`src/rtl/read_port_dispatcher_if.sv`:
```
// Stream interface for read_port_dispatcher: SRAM-side word input and the shared
// one-hot-qualified output bus.
interface read_port_dispatcher_if #(
    parameter int unsigned NUM_PORTS  = 16,
    parameter int unsigned DATA_WIDTH = 256
);
    logic                  in_valid;
    logic                  in_ready;
    logic [DATA_WIDTH-1:0] in_data;
    logic [3:0]            in_dest;
    logic                  in_sop;
    logic                  in_eop;

    logic [NUM_PORTS-1:0]  out_valid;
    logic [NUM_PORTS-1:0]  out_ready;
    logic [DATA_WIDTH-1:0] out_data;
    logic                  out_sop;
    logic                  out_eop;

    modport slave (
        input  in_valid, in_data, in_dest, in_sop, in_eop, out_ready,
        output in_ready, out_valid, out_data, out_sop, out_eop
    );

    modport master (
        output in_valid, in_data, in_dest, in_sop, in_eop, out_ready,
        input  in_ready, out_valid, out_data, out_sop, out_eop
    );
endinterface

```
`src/rtl/read_port_dispatcher.sv`:
```
// Routes SRAM read packets to one of 16 output ports through a 2-entry buffer.
// Optional macro PKT_LEN_CHECK_EN enables the MAX_PKT_WORDS packet length limit.
module read_port_dispatcher #(
    parameter int unsigned NUM_PORTS     = 16,
    parameter int unsigned DATA_WIDTH    = 256,
    parameter int unsigned MAX_PKT_WORDS = 64
) (
    input  logic                     clk,
    input  logic                     rst,
    read_port_dispatcher_if.slave    bus,
    output logic                     busy,
    output logic [3:0]               cur_dest,
    output logic [7:0]               drop_cnt,
    output logic                     proto_err
);

    typedef enum logic [0:0] {StIdle, StXfer} state_t;

    state_t                r_state, w_state_d;
    logic [DATA_WIDTH-1:0] r_data [2];
    logic [3:0]            r_dest [2];
    logic [1:0]            r_sop;
    logic [1:0]            r_eop;
    logic                  r_wptr;
    logic                  r_rptr;
    logic [1:0]            r_count;
    logic [1:0]            w_count_d;
    logic                  r_in_ready;
    logic [3:0]            r_cur_dest, w_cur_dest_d;
    logic [7:0]            r_drop_cnt;
    logic                  r_proto_err;

    logic                  w_accept;
    logic                  w_push;
    logic                  w_pop;
    logic                  w_drop;
    logic                  w_err;
    logic [3:0]            w_push_dest;
    logic                  w_push_eop;
    logic                  w_view;

`ifdef PKT_LEN_CHECK_EN
    localparam int unsigned LenW = $clog2(MAX_PKT_WORDS + 1);
    logic [LenW-1:0]       r_len, w_len_d;
`else
    logic                  w_unused_len_cfg;
    assign w_unused_len_cfg = ^MAX_PKT_WORDS;
`endif

    assign w_accept = bus.in_valid && r_in_ready;
    assign w_pop    = (r_count != 2'd0) && bus.out_ready[r_dest[r_rptr]];

    always_comb begin
        w_state_d    = r_state;
        w_cur_dest_d = r_cur_dest;
        w_push       = 1'b0;
        w_push_dest  = r_cur_dest;
        w_push_eop   = bus.in_eop;
        w_drop       = 1'b0;
        w_err        = 1'b0;
`ifdef PKT_LEN_CHECK_EN
        w_len_d      = r_len;
`endif
        if (w_accept) begin
            unique case (r_state)
                StIdle: begin
                    if (bus.in_sop) begin
                        w_push       = 1'b1;
                        w_push_dest  = bus.in_dest;
                        w_cur_dest_d = bus.in_dest;
                        if (!bus.in_eop) w_state_d = StXfer;
                    end else begin
                        w_drop = 1'b1;
                        w_err  = 1'b1;
                    end
                end
                StXfer: begin
                    w_push = 1'b1;
                    // A sop here means the previous packet lost its eop: restart on the new dest.
                    if (bus.in_sop) begin
                        w_push_dest  = bus.in_dest;
                        w_cur_dest_d = bus.in_dest;
                        w_err        = 1'b1;
                    end
                    if (bus.in_eop) w_state_d = StIdle;
                end
                default: w_state_d = StIdle;
            endcase
`ifdef PKT_LEN_CHECK_EN
            if (w_push) begin
                w_len_d = bus.in_sop ? LenW'(1) : r_len + LenW'(1);
                if (!bus.in_eop && (w_len_d >= LenW'(MAX_PKT_WORDS))) begin
                    w_push_eop = 1'b1;
                    w_err      = 1'b1;
                    w_state_d  = StIdle;
                end
            end
`endif
        end
    end

    assign w_count_d = r_count + {1'b0, w_push} - {1'b0, w_pop};

    // With an empty buffer the slot behind the read pointer is the last word popped.
    assign w_view = (r_count != 2'd0) ? r_rptr : ~r_rptr;

    always_comb begin
        bus.out_valid = '0;
        if (r_count != 2'd0) bus.out_valid[r_dest[r_rptr]] = 1'b1;
    end

    assign bus.out_data = r_data[w_view];
    assign bus.out_sop  = r_sop[w_view];
    assign bus.out_eop  = r_eop[w_view];
    assign bus.in_ready = r_in_ready;

    assign busy      = (r_state == StXfer);
    assign cur_dest  = r_cur_dest;
    assign drop_cnt  = r_drop_cnt;
    assign proto_err = r_proto_err;

    always_ff @(posedge clk or negedge rst) begin
        if (!rst) begin
            r_state     <= StIdle;
            r_data[0]   <= '0;
            r_data[1]   <= '0;
            r_dest[0]   <= '0;
            r_dest[1]   <= '0;
            r_sop       <= '0;
            r_eop       <= '0;
            r_wptr      <= 1'b0;
            r_rptr      <= 1'b0;
            r_count     <= '0;
            r_in_ready  <= 1'b0;
            r_cur_dest  <= '0;
            r_drop_cnt  <= '0;
            r_proto_err <= 1'b0;
        end else begin
            r_state     <= w_state_d;
            r_cur_dest  <= w_cur_dest_d;
            r_count     <= w_count_d;
            r_in_ready  <= (w_count_d != 2'd2);
            r_proto_err <= w_err;
            if (w_push) begin
                r_data[r_wptr] <= bus.in_data;
                r_dest[r_wptr] <= w_push_dest;
                r_sop[r_wptr]  <= bus.in_sop;
                r_eop[r_wptr]  <= w_push_eop;
                r_wptr         <= ~r_wptr;
            end
            if (w_pop) r_rptr <= ~r_rptr;
            if (w_drop && (r_drop_cnt != 8'hFF)) r_drop_cnt <= r_drop_cnt + 8'd1;
        end
    end

`ifdef PKT_LEN_CHECK_EN
    always_ff @(posedge clk or negedge rst) begin
        if (!rst) r_len <= '0;
        else      r_len <= w_len_d;
    end
`endif

endmodule

```
`src/flat_wrapper.sv`:
```
// flat-port wrapper written by rule: the top's interface ports become plain ports
module read_port_dispatcher_flat 
#(
    parameter int unsigned NUM_PORTS     = 16,
    parameter int unsigned DATA_WIDTH    = 256,
    parameter int unsigned MAX_PKT_WORDS = 64
)
  (clk, rst, busy, cur_dest, drop_cnt, proto_err, bus_in_valid, bus_in_data, bus_in_dest, bus_in_sop, bus_in_eop, bus_out_ready, bus_in_ready, bus_out_valid, bus_out_data, bus_out_sop, bus_out_eop);
  read_port_dispatcher_if #(.NUM_PORTS(NUM_PORTS), .DATA_WIDTH(DATA_WIDTH)) bus_i ();
  input  logic clk;
  input  logic rst;
  output logic busy;
  output logic [3:0] cur_dest;
  output logic [7:0] drop_cnt;
  output logic proto_err;
  input wire logic [$bits(bus_i.in_valid)-1:0] bus_in_valid;
  input wire logic [$bits(bus_i.in_data)-1:0] bus_in_data;
  input wire logic [$bits(bus_i.in_dest)-1:0] bus_in_dest;
  input wire logic [$bits(bus_i.in_sop)-1:0] bus_in_sop;
  input wire logic [$bits(bus_i.in_eop)-1:0] bus_in_eop;
  input wire logic [$bits(bus_i.out_ready)-1:0] bus_out_ready;
  output wire logic [$bits(bus_i.in_ready)-1:0] bus_in_ready;
  output wire logic [$bits(bus_i.out_valid)-1:0] bus_out_valid;
  output wire logic [$bits(bus_i.out_data)-1:0] bus_out_data;
  output wire logic [$bits(bus_i.out_sop)-1:0] bus_out_sop;
  output wire logic [$bits(bus_i.out_eop)-1:0] bus_out_eop;
  assign bus_i.in_valid = bus_in_valid;
  assign bus_i.in_data = bus_in_data;
  assign bus_i.in_dest = bus_in_dest;
  assign bus_i.in_sop = bus_in_sop;
  assign bus_i.in_eop = bus_in_eop;
  assign bus_i.out_ready = bus_out_ready;
  assign bus_in_ready = bus_i.in_ready;
  assign bus_out_valid = bus_i.out_valid;
  assign bus_out_data = bus_i.out_data;
  assign bus_out_sop = bus_i.out_sop;
  assign bus_out_eop = bus_i.out_eop;
  read_port_dispatcher #(.NUM_PORTS(NUM_PORTS), .DATA_WIDTH(DATA_WIDTH), .MAX_PKT_WORDS(MAX_PKT_WORDS)) u_core (.clk(clk), .rst(rst), .bus(bus_i), .busy(busy), .cur_dest(cur_dest), .drop_cnt(drop_cnt), .proto_err(proto_err));
endmodule
```
`config.mk`:
```
export PLATFORM = sky130hd
export DESIGN_NAME = read_port_dispatcher_flat
export DESIGN_NICKNAME = d
export VERILOG_FILES = /design/src/rtl/read_port_dispatcher_if.sv /design/src/rtl/read_port_dispatcher.sv /design/src/flat_wrapper.sv
export SDC_FILE = /design/constraint.sdc
export NUM_CORES = 1
export LEC_CHECK = 0
export ABC_AREA = 0
export ABC_CLOCK_PERIOD_IN_PS = 3100
export CAP_MARGIN = 20
export CORE_MARGIN = 4
export CORE_UTILIZATION = 50
export CTS_CLUSTER_DIAMETER = 60
export CTS_CLUSTER_SIZE = 16
export DETAILED_ROUTE_END_ITERATION = 16
export PLACE_DENSITY_LB_ADDON = 0.25
export SYNTH_ARGS = -nofsm -noshare
export SYNTH_HDL_FRONTEND = slang
export SYNTH_SLANG_ARGS = --single-unit
```
`constraint.sdc`:
```
create_clock -name clk -period 3.1 [get_ports clk]
set_input_delay 0.775 -clock clk [delete_from_list [all_inputs] [get_ports clk]]
set_output_delay 0.775 -clock clk [all_outputs]
set_load 0.005 [all_outputs]
```
==> results of run 1 <==
## critical path: stages (launching register included)
cell             delay (ns)
dfrtp_1                0.42
nor2_4                 0.18
xnor2_4                0.16
buf_12                 0.14
buf_16                 0.18
buf_6                  0.16
mux2_2                 0.37
clkdlybuf4s50_1        0.46
## how the worst min path moves through the flow
stage	from	slack [ns]	end
2_1_floorplan	u_core.r_sop[1]	0.45	u_core.r_sop[1]
3_3_place_gp	u_core.r_sop[1]	0.46	u_core.r_sop[1]
3_5_place_dp	u_core.r_sop[1]	0.48	u_core.r_sop[1]
4_1_cts	rst	0.23	u_core.r_data[234]
5_1_grt	rst	0.25	u_core.r_data[236]
6_report	rst	0.23	u_core.r_data[234]
## repair_timing
action	in CTS	in global routing
pin swaps	2	0
cloned	7	3
resized for setup	550	169
setup endpoints to repair	274	268
buffers inserted	44	15
## final cells by class
type | count | area [sq um]
Antenna cell | 17 | 42.54
Clock buffer | 54 | 1157
Clock inverter | 9 | 180.2
Fill cell | 3174 | 13760
Inverter | 13 | 48.80
Multi-Input combinational cell | 902 | 9882
Sequential cell | 543 | 13590
Tap cell | 607 | 759.5
Timing Repair Buffer | 702 | 7236
## per-layer routing
layer / routed length [um] / track usage / part of all wire
met1: 24530 / 0.2896 / 0.37
met2: 34080 / 0.4358 / 0.51
met3: 5391 / 0.08597 / 0.081
met4: 2316 / 0.1025 / 0.035
met5: 87 / 0 / 0.0013
## cell families (layout without fill, tap and decap cells)
| kind of cell | count (synthesis) | count (layout) |
|---|---|---|
| AOI/OAI and AO/OA | 32 | 32 |
| xor gates and xnor gates | 12 | 12 |
| adders and majority gates | 4 | 4 |
| buffers and inverters | 101 | 778 |
| DFF | 543 | 543 |
| muxes | 781 | 781 |
| other | 0 | 17 |
| and+or+nand+nor | 73 | 73 |
## registers in the layout, indices dropped and copies added (netlist names)
signal,count
u_core.busy,1
u_core.r_data,512
u_core.r_dest,8
u_core.r_sop,2
u_core.r_rptr,1
u_core.cur_dest,4
u_core.r_count,2
u_core.r_wptr,1
u_core.proto_err,1
u_core.r_eop,2
u_core.bus.in_ready,1
u_core.drop_cnt,8
## through the flow
| step | hold WS (ns) | utilization | instance area (sq um) |
|---|---|---|---|
| floorplan | 0.4460 | - | 23610 |
| global placement | 0.4605 | 0.6550 | 30560 |
| detailed placement | 0.4811 | 0.6550 | 30560 |
| CTS | 0.2329 | 0.7000 | 32660 |
| global route | 0.2544 | 0.7049 | 32890 |
| finish | 0.2256 | 0.7051 | 32900 |
## report_power, final
part	switching, mW	internal [mW]	total [mW]	leakage, nW
registers	1.91	10.7	12.6	6.42
clock network	2.48	3.04	5.52	0.650
logic	9.39	15.7	25.1	7.59
total	13.8	29.5	43.3	14.7
## cell usage in the layout (no fill, tap or decap), drive strengths merged, types with 3 or more instances in the layout
cell type      instances
nand2                 21
dlygate4sd2           27
clkbuf               100
mux2i                  7
buf                  220
bufinv                 5
nor2                  29
xnor2                  8
dlymetal6s2s          34
dfrtp                543
a21oi                 15
o21ai                  5
diode                 17
clkdlybuf4s15         13
a21o                   3
xor2                   4
nand3                  6
ha                     4
mux2                 774
inv                   14
clkdlybuf4s50        362
==> reports/results.ini, run 1 <==
[logic_synthesis]
synth_compound_area_frac = 0.01017
synth_edf_count = 0
syn_inst = 1546
yosysWarnings = 0
synthFlopType = dfrtp_1
ys_seq_area_frac = 0.5754
yosys.cell_count.top_type = mux2_2
synthXorXnorAreaFrac = 0.004451
ys_seq_elements = 543
synth_top_family_by_area = multiplexers
synth_mux_area_frac = 0.3721
synthArstFlopShare = 1.000
synth_area_leader_cell = dfrtp_1
syn_nets = 1831
synth.cell_area_sq_um = 23610
synth_cell_types = 41
synthSimpleGateAreaFrac = 0.01505
synth.top_cell.area_share = 0.5754
synth_fa_ha_area_frac = 0.002119
synthTopCellsByArea = dfrtp_1 58%, mux2_2 37%, buf_2 1.5%
ys_top_cells_by_count = 773 x mux2_2, 543 x dfrtp_1, 73 x buf_2
avgSynthCellArea_sq_um = 15.27

[power]
total_power_mw = 43.27
ir_drop_mv = 0.8095
p_leak_nw = 14.66
cellPowerDensity_nw_per_um2 = 1315

[grt]
grtUsageTotal = 0.2526
grt_start_max_net_pins = 82
overflow = 0
grt_pass1_vias = 17070
grt_first_pass_wirelength_um = 99570
antenna_found_initial = 23

[die]
die_h_um = 225.3
coreArea_sq_um = 46650
die_area_sq_um = 50770
initial_core_util = 0.5061
rows = 79
ioPinCount = 570
die-width_um = 225.3

[timing]
rsz0062_at_grt = true
worst_pin_slew_ns = 0.7643
fin_skew_ns = 0.03104
min_period_ns = 3.429
fmax_mhz = 291.7
relSlewSlack = 0.4905
slew_violations = 0
hold_viol_final = 0
setup_slack_ns = -0.3286
setup_viol = 209
finalCritPeriodShare = 1.106
tns_ns = -36.78

[setup_path]
crit_type = reg2out
startpoint = u_core.r_count[1]
worstSetupEndpoint = bus_out_data[136]
r2r-start = u_core.r_rptr
worst_r2r_path_depth = 14
crit_fanout = 13
endpoint_kind = output pin
startpoint_type = flip-flop
regToRegEndpoint = u_core.bus.in_ready
critical_path_arrival_ns = 2.65
reg2reg_slack_ns = 0.20
required_ns = 2.32

[cts]
htreeDepth = 2
clk_path_buf_depth = 3
cts_made_buffers = 42
clock_sinks = 543
ctsHoldBuffers = 0
clkTransAtPathRegs_ns = 0.07
cts_tree = built
cts_root_buffer = clkbuf_16
clk_latency_ns = 0.58

[placement]
place.gp.congestion = 0.8044
io_buffers = 569
dp_hpwl_um = 46590
dp_cells = 2698
dp_slack_ns = 0.01202

[run_status]
violations = setup timing
status = complete, but fails checks

[detailed_routing]
ant_nets = 0
drtIter0Drc = 618
wirelength_um = 66410
vias = 15300
drc = 0
routed_via_density = 5.375
wl_per_cell_um = 23.33
first_pass_iters = 5

[layout]
nets = 2489
area_growth_pct = 39.30
drive_above_1_share = 0.5061
instances_no_fill = 2847

[hold_path]
hold_class = in2async

[run]
max-cap-violations = 0

(Power assumes the default switching activity.)
==> run 2: changes to the inputs <==
--- a/config.mk
+++ b/config.mk
@@ -13,6 +13,7 @@
 export CTS_CLUSTER_DIAMETER = 60
 export CTS_CLUSTER_SIZE = 16
 export DETAILED_ROUTE_END_ITERATION = 16
+export GPL_TIMING_DRIVEN = 0
 export PLACE_DENSITY_LB_ADDON = 0.25
 export SYNTH_ARGS = -nofsm -noshare
 export SYNTH_HDL_FRONTEND = slang
==> run 2 against run 1 <==
Effect of this change:
- the flow still finishes with violations (setup timing)
- flip-flop and latch count unchanged
- clock-buffer cell count down 3
- total power up 18%
- cell count up 3.5%
- non-clock buffer count up 100
- critical endpoint is now bus_out_data[7]
- highest routed layer unchanged
==> reports/results.ini, run 2 (synthesis gave the netlist of run 1 again) <==
[run_status]
status = complete, but fails checks
violations = setup timing

[setup_path]
r2r-start = u_core.r_rptr
required_ns = 2.32  ; about the same
startpoint_type = flip-flop
worst_r2r_path_depth = 13  ; -1
crit_fanout = 8  ; -5
crit_type = reg2out
endpoint_kind = output pin
worstSetupEndpoint = bus_out_data[7]
startpoint = u_core.r_count[1]
regToRegEndpoint = u_core.bus.in_ready
reg2reg_slack_ns = 0.21  ; about the same
critical_path_arrival_ns = 2.51  ; -0.14 ns

[die]
initial_core_util = 0.5061  ; unchanged
coreArea_sq_um = 46650  ; unchanged
die-width_um = 225.3  ; unchanged
die_area_sq_um = 50770  ; unchanged
rows = 79  ; unchanged
ioPinCount = 570  ; unchanged
die_h_um = 225.3  ; unchanged

[timing]
min_period_ns = 3.289  ; -0.1401 ns
setup_viol = 214  ; +2.4%
finalCritPeriodShare = 1.061  ; -0.04519
slew_violations = 0  ; unchanged
hold_viol_final = 0  ; unchanged
fmax_mhz = 304.1  ; +4.3%
relSlewSlack = 0.5483  ; +0.05779
worst_pin_slew_ns = 0.6776  ; -0.08669 ns
fin_skew_ns = 0.01156  ; -0.01948 ns
rsz0062_at_grt = true
setup_slack_ns = -0.1885  ; +0.1401 ns

[grt]
grtUsageTotal = 0.2680  ; +0.01535
antenna_found_initial = 20  ; -13%
overflow = 0  ; unchanged
grt_start_max_net_pins = 129  ; +57%
grt_pass1_vias = 17540  ; +2.8%
grt_first_pass_wirelength_um = 104700  ; +5.2%

[power]
ir_drop_mv = 1.009  ; +25%
p_leak_nw = 16.02  ; +9.2%
cellPowerDensity_nw_per_um2 = 1457  ; +11%

[placement]
dp_slack_ns = -0.8751  ; -0.8871 ns
io_buffers = 569  ; unchanged
place.gp.congestion = 0.8291  ; +3.1%
dp_cells = 2727  ; +1.1%
dp_hpwl_um = 48470  ; +4.0%

[cts]
clk_latency_ns = 0.57  ; about the same
clkTransAtPathRegs_ns = 0.07  ; about the same
clk_path_buf_depth = 3  ; unchanged
clock_sinks = 543  ; unchanged
cts_root_buffer = clkbuf_16
cts_made_buffers = 44  ; +4.8%
cts_tree = built
htreeDepth = 2  ; unchanged

[layout]
regMostFlops = u_core.r_data
nets = 2591  ; +4.1%
instances_no_fill = 2946  ; +3.5%
final_cell_mix = 560 x mux2_2, 543 x dfrtp_1, 311 x clkdlybuf4s50_1
largest_reg_flops = 512  ; unchanged
drive_above_1_share = 0.5677  ; +0.06167
nFillCells = 2804  ; -12%
final_common_cell = mux2_2
area_growth_pct = 48.38

[detailed_routing]
first_pass_iters = 5  ; unchanged
wirelength_um = 72220  ; +8.8%
routed_via_density = 5.402  ; +0.50%
vias = 15910  ; +4.0%
ant_nets = 0  ; unchanged
drc = 0  ; unchanged
wl_per_cell_um = 24.51  ; +5.1%
drtIter0Drc = 655  ; +6.0%

[run]
max-cap-violations = 0  ; unchanged

[hold_path]
hold_class = in2async

[run 2: where the power goes]
part | total (mW) | switching [mW] | internal, mW
logic | 32.4 | 11.3 | 21.0
clock network | 5.91 | 2.60 | 3.31
registers | 12.8 | 2.08 | 10.7
[run 2: final cells by class]
type,instances,area [sq um],share of cell area
sequential,543,13590,0.3878
buffer,82,740.7,0.02114
tap,607,759.5,0.02168
inverter,13,48.80,0.001393
clock buffer,51,1189,0.03392
timing repair buffer,720,7995,0.2282
antenna,14,35.03,0.0009999
multi-input combinational,902,10420,0.2973
clock inverter,14,265.3,0.007571
[run 2: what timing repair did]
item,4_1_cts,5_1_grt
setup endpoints to repair,473,333
gates cloned,14,2
pin swaps,3,4
hold endpoints to repair,0,0
resized for setup,1295,339
hold buffers,0,0
setup buffers,97,46
[run 2: how the worst min path moves through the flow]
stage                       startpoint                  to  slack [ns]
finish                             rst  u_core.cur_dest[1]        0.15
global route                       rst  u_core.cur_dest[1]        0.18
CTS                                rst  u_core.r_data[224]        0.15
detailed placement  u_core.r_data[206]  u_core.r_data[206]        0.49
global placement       u_core.r_sop[1]     u_core.r_sop[1]        0.47
floorplan              u_core.r_sop[1]     u_core.r_sop[1]        0.45
[run 2: layer usage]
layer	track usage	wire [um]	vias up
li1	-	-	7049
met1	0.3127	27190	8250
met2	0.4688	37220	467
met3	0.08532	5489	132
met4	0.09208	2221	16
met5	0	96	-
[run 2: critical path, cell delays in order, from the launching register on]
cell and delay (ns):
dfrtp_1 0.42, nor2_4 0.18, xnor2_4 0.14, buf_12 0.17
clkbuf_16 0.17, buf_12 0.12, buf_12 0.11, buf_12 0.10
buf_4 0.10, mux2_4 0.29, buf_6 0.12
[run 2: through the flow]
step,cell area (sq um),total power [mW],hold slack (ns),setup TNS (ns),util
5_1_grt,35030,53.39,0.1761,-36.72,0.7509
3_3_place_gp,30070,34.25,0.4670,-,0.6445
4_1_cts,33820,47.47,0.1460,-33.79,0.7250
2_1_floorplan,23610,23.30,0.4460,0,-
6_report,35040,51.05,0.1460,-16.08,0.7510
3_5_place_dp,30190,34.80,0.4883,-398.37,0.6471
==> run 3: changes to the inputs <==
--- a/config.mk
+++ b/config.mk
@@ -14,6 +14,7 @@
 export CTS_CLUSTER_SIZE = 16
 export DETAILED_ROUTE_END_ITERATION = 16
 export GPL_TIMING_DRIVEN = 0
+export HOLD_SLACK_MARGIN = 0.15
 export PLACE_DENSITY_LB_ADDON = 0.25
 export SYNTH_ARGS = -nofsm -noshare
 export SYNTH_HDL_FRONTEND = slang
==> run 3 against run 2 <==
Effect of this change:
- the flow still finishes with violations (setup timing)
- worst hold slack better by 0.36 ns
- utilization about the same
- sequential power about the same
- flip-flop and latch count unchanged
- clock-buffer cell count unchanged
- critical path type unchanged
- critical endpoint unchanged
- largest cell class unchanged
- highest routed layer unchanged
==> reports/results.ini, run 3 (synthesis gave the netlist of run 1 again) <==
[power]
ir_drop_mv = 1.012  ; +0.31%
p_leak_nw = 16.02  ; about the same
cellPowerDensity_nw_per_um2 = 1456  ; about the same

[detailed_routing]
vias = 15900  ; -0.075%
ant_nets = 0  ; unchanged
routed_via_density = 5.396  ; -0.11%
drc = 0  ; unchanged
wl_per_cell_um = 24.47  ; -0.19%
wirelength_um = 72110  ; -0.15%
drtIter0Drc = 686  ; +4.7%
first_pass_iters = 5  ; unchanged

[setup_path]
endpoint_kind = output pin
startpoint_type = flip-flop
crit_type = reg2out
required_ns = 2.32  ; about the same
crit_fanout = 8  ; unchanged
critical_path_arrival_ns = 2.51  ; about the same

[layout]
regMostFlops = u_core.r_data
final_common_cell = mux2_2
nFillCells = 2803  ; -0.036%
area_growth_pct = 48.42  ; about the same
nets = 2592  ; +0.039%
instances_no_fill = 2947  ; +0.034%
final_cell_mix = 560 x mux2_2, 543 x dfrtp_1, 311 x clkdlybuf4s50_1
largest_reg_flops = 512  ; unchanged
drive_above_1_share = 0.5675  ; about the same

[die]
die_area_sq_um = 50770  ; unchanged
ioPinCount = 570  ; unchanged
coreArea_sq_um = 46650  ; unchanged
rows = 79  ; unchanged
die-width_um = 225.3  ; unchanged
initial_core_util = 0.5061  ; unchanged
die_h_um = 225.3  ; unchanged

[timing]
fin_skew_ns = 0.01141  ; -0.0001575 ns
slew_violations = 0  ; unchanged
rsz0062_at_grt = true
min_period_ns = 3.290  ; +0.001143 ns
relSlewSlack = 0.5530  ; +0.004722
setup_viol = 218  ; +1.9%
setup_slack_ns = -0.1897  ; -0.001143 ns
tns_ns = -16.39  ; -0.3065 ns
worst_pin_slew_ns = 0.6705  ; -0.007083 ns
finalCritPeriodShare = 1.061  ; about the same
hold_viol_final = 0  ; unchanged
whs_ns = 0.5050  ; +0.3590 ns
fmax_mhz = 304.0  ; about the same

[cts]
htreeDepth = 2  ; unchanged
clk_latency_ns = 0.57  ; about the same
cts_tree = built
clk_path_buf_depth = 3  ; unchanged
clock_sinks = 543  ; unchanged
cts_made_buffers = 44  ; unchanged
cts_root_buffer = clkbuf_16
clkTransAtPathRegs_ns = 0.07  ; about the same

[run_status]
violations = setup timing
status = complete, but fails checks

[placement]
dp_hpwl_um = 48470  ; unchanged
dp_cells = 2727  ; unchanged
dp_slack_ns = -0.8751  ; unchanged
place.gp.congestion = 0.8291  ; unchanged
io_buffers = 569  ; unchanged

[grt]
grt_start_max_net_pins = 129  ; unchanged
overflow = 0  ; unchanged
antenna_found_initial = 20  ; unchanged
grtUsageTotal = 0.2680  ; about the same
grt_pass1_vias = 17560  ; +0.086%
grt_first_pass_wirelength_um = 104800  ; about the same

[run]
max-cap-violations = 0  ; unchanged

[hold_path]
hold_class = reg2reg

run 3: what timing repair did:
action	in CTS	in global routing
setup endpoints to repair	473	333
hold buffers	1	0
cloned	14	2
endpoints found under the hold margin	2	0
resized for setup	1295	339
pin swaps	3	4
setup buffers	97	46
run 3: critical path, cell delays in order, from the launching register on:
cell and delay, ns:
dfrtp_1 0.42, nor2_4 0.18, xnor2_4 0.14, buf_12 0.17, clkbuf_16 0.17, buf_12 0.12, buf_12 0.11, buf_12 0.10
buf_4 0.10, mux2_4 0.29, buf_6 0.12
run 3: layer usage:
metal | track usage | share of wire | wire length [um] | vias up
li1 | - | - | - | 7051
met1 | 0.3127 | 0.38 | 27080 | 8248
met2 | 0.4690 | 0.52 | 37220 | 455
met3 | 0.08532 | 0.076 | 5498 | 132
met4 | 0.09208 | 0.031 | 2221 | 16
met5 | 0 | 0.0013 | 96 | -
run 3: final cells by class:
type                    count  area (sq um)  share of cell area
clock inverters            14         265.3            0.007568
diodes                     14         35.03           0.0009996
multi-input cells         902         10420              0.2972
well taps                 607         759.5             0.02167
plain buffers              82         740.7             0.02113
clock buffers              51          1189             0.03392
inverters                  13         48.80            0.001392
flip-flops and latches    543         13590              0.3877
repair buffers            721          8005              0.2284
run 3: worst paths after layout:
| kind | from | end | slack (ns) | cells past startpoint |
|---|---|---|---|---|
| min in group asynchronous | rst | u_core.cur_dest[1] | 0.76 | 2 |
| worst max-delay path | u_core.r_count[1] | bus_out_data[7] | -0.19 | 10 |
| worst min register to register | u_core.r_data[43] | u_core.r_data[43] | 0.51 | 1 |
| worst max register to register | u_core.r_rptr | u_core.bus.in_ready | 0.21 | 13 |
| worst min-delay path | u_core.r_data[43] | u_core.r_data[43] | 0.51 | 1 |
| max in group asynchronous | rst | u_core.r_data[131] | 0.71 | 4 |
run 3: power by group:
group / leakage, nW / switching [mW] / internal [mW] / total [mW]
Sequential: 6.42 / 2.07 / 10.7 / 12.8
Combinational: 8.89 / 11.3 / 21.0 / 32.3
Clock: 0.712 / 2.60 / 3.31 / 5.91
run 3: through the flow:
stage,utilization,instance area [sq um],total power [mW]
3_5_place_dp,0.6471,30190,34.80
6_report,0.7512,35050,51.02
2_1_floorplan,-,23610,23.30
5_1_grt,0.7511,35040,53.40
4_1_cts,0.7252,33830,47.47
3_3_place_gp,0.6445,30070,34.25
